<file path="src/rtl/rr_arbiter.sv">
// rr_arbiter: round-robin arbiter with a registered one-hot grant and zero-bubble handoff.
// Optional per-grant hold limit is enabled by defining ARB_TIMEOUT_EN.
module rr_arbiter #(
   parameter int N        = 4,
   parameter int MAX_HOLD = 8
) (
   input  logic                 clk,
   input  logic                 rst_n,
   input  logic [N-1:0]         req,
   output logic [N-1:0]         gnt,
   output logic [$clog2(N)-1:0] gnt_id,
   output logic                 busy,
   output logic                 timeout
);
   localparam int IDW = $clog2(N);
   localparam logic [N-1:0] ONE_HOT0 = {{(N-1){1'b0}}, 1'b1};

   typedef enum logic [0:0] {IDLE = 1'b0, OWNED = 1'b1} state_t;

   state_t         state_r, state_s;
   logic [N-1:0]   gnt_r, gnt_s, elig_s;
   logic [IDW-1:0] id_r, id_s, ptr_r, ptr_s, win_s;
   logic [IDW:0]   pick_s;
   logic           busy_r, win_vld_s, owner_req_s, hold_hit_s, arb_s;

   if (N < 2) begin : g_bad_n
      $error("rr_arbiter: N must be at least 2");
   end
   if (MAX_HOLD < 1) begin : g_bad_hold
      $error("rr_arbiter: MAX_HOLD must be at least 1");
   end

   // First set bit of r searching p+1, p+2, ... mod N; MSB of the result flags a hit.
   function automatic logic [IDW:0] rr_pick(input logic [N-1:0] r, input logic [IDW-1:0] p);
      logic [IDW:0]   res;
      logic [IDW-1:0] idx;
      res = {(IDW+1){1'b0}};
      for (int i = N; i >= 1; i--) begin
         idx = IDW'((int'(p) + i) % N);
         if (r[idx]) begin
            res = {1'b1, idx};
         end else begin
            res = res;
         end
      end
      return res;
   endfunction

   assign owner_req_s = |(req & gnt_r);

`ifdef ARB_TIMEOUT_EN
   localparam int CW = $clog2(MAX_HOLD + 1);
   logic [CW-1:0] cnt_r, cnt_s;
   logic          timeout_r;

   assign hold_hit_s = (state_r == OWNED) && owner_req_s && (cnt_r == CW'(MAX_HOLD));

   // Hold counter: 1 on a fresh grant, +1 for every cycle the grant is kept.
   always_comb begin
      if (arb_s && win_vld_s) begin
         cnt_s = CW'(1);
      end else if (state_s == OWNED) begin
         cnt_s = cnt_r + CW'(1);
      end else begin
         cnt_s = {CW{1'b0}};
      end
   end

   // Hold counter and revoke pulse registers.
   always_ff @(posedge clk) begin
      if (!rst_n) begin
         cnt_r     <= {CW{1'b0}};
         timeout_r <= 1'b0;
      end else begin
         cnt_r     <= cnt_s;
         timeout_r <= hold_hit_s;
      end
   end

   assign timeout = timeout_r;
`else
   assign hold_hit_s = 1'b0;
   assign timeout    = 1'b0;
`endif

   // Arbitration: a revoked owner is masked out so it cannot immediately win again.
   always_comb begin
      elig_s    = hold_hit_s ? (req & ~gnt_r) : req;
      pick_s    = rr_pick(elig_s, ptr_r);
      win_vld_s = pick_s[IDW];
      win_s     = pick_s[IDW-1:0];
      arb_s     = (state_r != OWNED) || !owner_req_s || hold_hit_s;
   end

   // Next-state logic.
   always_comb begin
      state_s = state_r;
      case (state_r)
         IDLE:    state_s = win_vld_s ? OWNED : IDLE;
         OWNED:   state_s = (!arb_s || win_vld_s) ? OWNED : IDLE;
         default: state_s = IDLE;
      endcase
   end

   // Next grant, owner index and pointer; gnt_id keeps its last value when idle.
   always_comb begin
      gnt_s = gnt_r;
      id_s  = id_r;
      ptr_s = ptr_r;
      if (arb_s && win_vld_s) begin
         gnt_s = ONE_HOT0 << win_s;
         id_s  = win_s;
         ptr_s = win_s;
      end else if (state_s == IDLE) begin
         gnt_s = {N{1'b0}};
      end else begin
         gnt_s = gnt_r;
      end
   end

   // State and output registers; ptr resets to N-1 so requester 0 is searched first.
   always_ff @(posedge clk) begin
      if (!rst_n) begin
         state_r <= IDLE;
         gnt_r   <= {N{1'b0}};
         id_r    <= {IDW{1'b0}};
         ptr_r   <= IDW'(N - 1);
         busy_r  <= 1'b0;
      end else begin
         state_r <= state_s;
         gnt_r   <= gnt_s;
         id_r    <= id_s;
         ptr_r   <= ptr_s;
         busy_r  <= |gnt_s;
      end
   end

   assign gnt    = gnt_r;
   assign gnt_id = id_r;
   assign busy   = busy_r;

endmodule

</file>
<file path="config.mk">
export PLATFORM = sky130hd
export DESIGN_NAME = rr_arbiter
export DESIGN_NICKNAME = d
export VERILOG_FILES = /design/src/rtl/rr_arbiter.sv
export SDC_FILE = /design/constraint.sdc
export NUM_CORES = 1
export LEC_CHECK = 0
export ABC_AREA = 1
export CAP_MARGIN = 5
export CORE_MARGIN = 4
export CORE_UTILIZATION = 44
export DETAILED_ROUTE_END_ITERATION = 8
export PLACE_DENSITY_LB_ADDON = 0.05
export SLEW_MARGIN = 20
export SYNTH_ARGS = -nofsm -noshare
export SYNTH_HDL_FRONTEND = slang
export SYNTH_SLANG_ARGS = --single-unit
</file>
<file path="constraint.sdc">
create_clock -name clk -period 2.24 [get_ports clk]
set_input_delay 0.448 -clock clk [delete_from_list [all_inputs] [get_ports clk]]
set_output_delay 0.448 -clock clk [all_outputs]
set_load 0.02 [all_outputs]
</file>
### Yosys cells after proc, flatten, opt, wreduce, memory -nomap -nowiden

Index checks and enable logic that the tools add are counted.

* add/sub/neg operators: 4
* mux-type cells: 17
* divide/modulo/power cells: 0
* reductions and logical operators: 7
* shift-type cells: 1
* equal/unequal tests: 0
* $mul: 0
* magnitude comparators: 4
* bitwise logic cells: 2

Operator list (count)
* $lt A2 B3 Y1 const B: 4
* $mux W3: 4
* $bmux W1 S2: 4
* $mux W4: 2
* $reduce_or A4 Y1: 2
* $mux W1: 6
* $add A2 B1 Y2 const B: 2
* $add A2 B2 Y2 const B: 2
* $and A4 B4 Y4: 1
* $shl A1 B2 Y4 const A: 1
* $logic_not A1 Y1: 2
* $logic_or A1 B1 Y1: 2
* $pmux W1 S2: 1
* $logic_and A1 B1 Y1: 1
* $not A1 Y1: 1

* word-level logic and storage cells: 40
* input port bits: 6
* memories kept: 0
* memory bits (writable): 0
* bits in read-only memories: 0
* latch bits: 0
* bits in registers: 10

### Depth between registers and ports, before layout

* depth after elaboration: 13
* mapped depth: 12

### Worst setup path before layout

OpenSTA, ideal clock, no wires.

* path type: input to register
* start point: input req[3]
* end point: register ptr_r[0]
* stages: 8
* data arrival time: 1.189 ns
* data required time: 2.113 ns
* slack: 0.924 ns
* cell sequence: inv_1 -> nand2_1 -> nand2_1 -> nand2_2 -> nor3_4 -> nor2_4 -> nand3_1 -> o211ai_1

* longest elaborated chain between the ends: 7
* elaborated cells between the ends (all ways): 17

RTL lines
* from (decl): line 9 `input logic [N-1:0] req,`
* $bmux W1 S2: line 40 `if (r[idx]) begin`
* $mux W1 (not written as such): line 40
* $mux W3 (4 in series): line 40
* $logic_and A1 B1 Y1: line 110 `if (arb_s && win_vld_s) begin`
* to (signal assigned): line 127 `ptr_r <= IDW'(N - 1);`
* to (signal assigned): line 133 `ptr_r <= ptr_s;`
* to (decl): line 22 `logic [IDW-1:0] id_r, id_s, ptr_r, ptr_s, win_s;`

Parallel ways exist; a longest one is shown, timed or not. The select of a mux whose other input is x is not followed.
A chain may end at the register's enable or synchronous reset.

### Worst setup path in the final report

* start point: register gnt_r[0] (netlist: gnt[0])
* end point: output gnt[0]

RTL lines
* from (decl): line 21 `logic [N-1:0] gnt_r, gnt_s, elig_s;`
* from (signal assigned): line 125 `gnt_r <= {N{1'b0}};`
* from (signal assigned): line 131 `gnt_r <= gnt_s;`
* to (decl): line 10 `output logic [N-1:0] gnt,`

No word-level cell between the ends.

==> flow_metrics.tcl <==
set metrics [dict create \
    status "completed" \
    cts-buffers-inserted 3 \
    r2r_cells 10 \
    grt_pass1_vias 558 \
    num_vias 614 \
    numPortBuffers 12 \
    root_buffer "clkbuf_4" \
    yosysSeqAreaShare_pct 30.65 \
    path_cells "clkdlybuf4s50_1" \
    fp.dieW_um 46.53 \
    initialDrtViolationCount 6 \
    critPathMaxStageDelay_ns 0.62 \
    drc 0 \
    yosysTopAreaCell "dfxtp_1" \
    ant_nets 0 \
    grt_usage_pct 14.72 \
    power.density_mw_per_mm2 1444 \
    stdcell_area_sq_um 795.8 \
    drv_slew 0 \
    peakVddDrop_v 0.0006747 \
    fin_nets 115 \
    core.rowCount 13 \
    clk_pin_slew_ns 0.06 \
    critPathKind "flop to output port" \
    worstSetupStartpointType "flop" \
    mostFrequentLayoutCells "29 x nand2_1, 14 x nand2_2, 12 x clkdlybuf4s50_1" \
    avgSynthCellArea_sq_um 6.948 \
    worstHoldStart "gnt_id[1]" \
    synth_top_cell_area_share_pct 30.65 \
    h-tree-depth 1 \
    place_hpwl_um 1096 \
    period_needed_ns 1.693 \
    netlist_instances 94 \
    period_share_pct 75.57 \
    slew_headroom_pct 62.03 \
    cts_setup_buffers 0 \
    hold_class "flop to flop" \
    post_cts_resized 0 \
    wl_um 1352 \
    gp_congestion 0.8184 \
    leakagePower_nw 0.3874 \
    finalSetupTns_ns 0 \
    rsz0062_at_grt "no" \
    synth_xor_xnor_area_share_pct 0 \
    whs_ns 0.4641 \
    antenna_found_initial 0 \
    critPathBufInv 1 \
    drtPass1Iterations 4 \
    grt_pass1_wl_um 2249 \
    worstReg2RegStart "ptr_r[0]" \
    rrSetupSlack_ns 0.57 \
    maxCapViolCount 0 \
    yosysUniqueCellTypes 20 \
    area_growth_syn_to_layout_pct 21.84 \
    antenna_cells 0 \
    endpoint_kind "output port" \
    ys_warn_count 0 \
    io_pins 14 \
    place_area_sq_um 773.2 \
    r2r-end "gnt[0]" \
    clock_tree.buffer_depth 2 \
    crit_arrival_ns 1.24 \
    cts_tree "done" \
    finalSetupViolCount 0 \
    die-area_sq_mm 0.002165 \
    yosys.area_share.simple_pct 47.70 \
    synth-seq-cells 10 \
    synth_area_leaders "dfxtp_1 31%, nand2_1 17%, nand2_2 13%" \
    path_max_fanout 3 \
    post-route-util_pct 58.94 \
    cts_sinks 10 \
    synth_nets 100 \
    max_slew.worst_pin.slew_ns 0.5688 \
    synth_compound_area_share_pct 10.54 \
    cp_slowest_cell "clkdlybuf4s50_1" \
    clkLatencyLatePin_ns 0.26 \
    dpl_worst_slack_ns 0.3010 \
    hold_end "gnt_id[1]" \
    grt_overflow 0 \
    syn_area_sq_um 653.1 \
    critPathRequiredTime_ns 1.79 \
    hold_buffers 0 \
    initial_utilization_pct 48.38 \
    wl_per_cell_um 11.08 \
    drive_gt1_share_pct 26.17 \
    via_per_inst 5.033 \
    dieHeight_um 46.53 \
    crit_family "buffers and inverters" \
    layout_commonest_cell "nand2_1" \
    synth_fa_ha_area_share_pct 0 \
    fp.coreArea_sq_mm 0.001350 \
    hold_viol_final 0 \
    whs_path_depth 2 \
    finClkSkew_ns 0.005103 \
    fin_ws_ns 0.5472 \
    timing.fmax_mhz 590.7 \
    synthMuxAreaShare_pct 0 \
    grt_max_degree 11 \
    synth_top_family_by_area "simple AND/OR/NAND/NOR gates" \
]
[cell families (layout without fill, tap and decap cells)]
kind of cell / Yosys count / count (layout)
buffers and inverters: 14 / 27
DFF: 10 / 10
and+or+nand+nor: 59 / 59
AOI/OAI and AO/OA: 10 / 10
other: 1 / 1
[routing by layer]
| metal | part of all wire [%] | routed length [um] | global-route usage [%] |
|---|---|---|---|
| met1 | 47 | 631 | 18.24 |
| met2 | 47 | 639 | 24.45 |
| met3 | 6.0 | 81 | 5.859 |
| met4 | 0 | 0 | 1.705 |
| met5 | 0 | 0 | 0 |
[synthesized netlist by cell type]
cell type,instances
nand4_1,2
inv_2,4
o21ai_4,1
inv_6,1
inv_1,7
nor3_4,1
buf_4,1
nand2_1,29
nor2_4,1
nor2_1,2
nand3_2,1
buf_6,1
a21oi_1,6
nand3_1,7
nand2_4,2
o21a_1,1
nand2_2,14
conb_1,1
dfxtp_1,10
o211ai_1,2
[state kept, by name, summed over array words and instances (netlist names)]
signal and count:
busy 1, state_r 1, gnt 4, gnt_id 2
ptr_r 2
[area by class of cell]
class                           instances  area (sq um)
Multi-Input combinational cell         70         384.1
Clock buffer                            3         22.52
Fill cell                             128         554.3
Timing Repair Buffer                   12         120.1
Inverter                               12         50.05
Tap cell                               15         18.77
Sequential cell                        10         200.2
[through the flow]
step / std cells / total power [mW]
finish: 122 / 1.149
global route: 122 / 1.259
detailed placement: 119 / 1.037
CTS: 122 / 1.160
global placement: 119 / 1.028
floorplan: 94 / 0.8679
[worst max path at each step]
stage | from | to | slack (ns) | cells after the start
floorplan | req[3] | ptr_r[0] | 0.92 | 8
global placement | req[3] | gnt[0] | 0.31 | 11
detailed placement | req[3] | gnt[0] | 0.30 | 11
CTS | gnt[0] | gnt[0] | 0.53 | 1
global route | ptr_r[0] | gnt[0] | 0.42 | 10
finish | gnt[0] | gnt[0] | 0.55 | 1
[power breakdown]
part | switching (mW) | internal (mW) | total (mW)
Combinational | 0.441 | 0.278 | 0.719
Sequential | 0.0721 | 0.241 | 0.313
Clock | 0.0552 | 0.0618 | 0.117
Power figures use the tool's default switching activity.
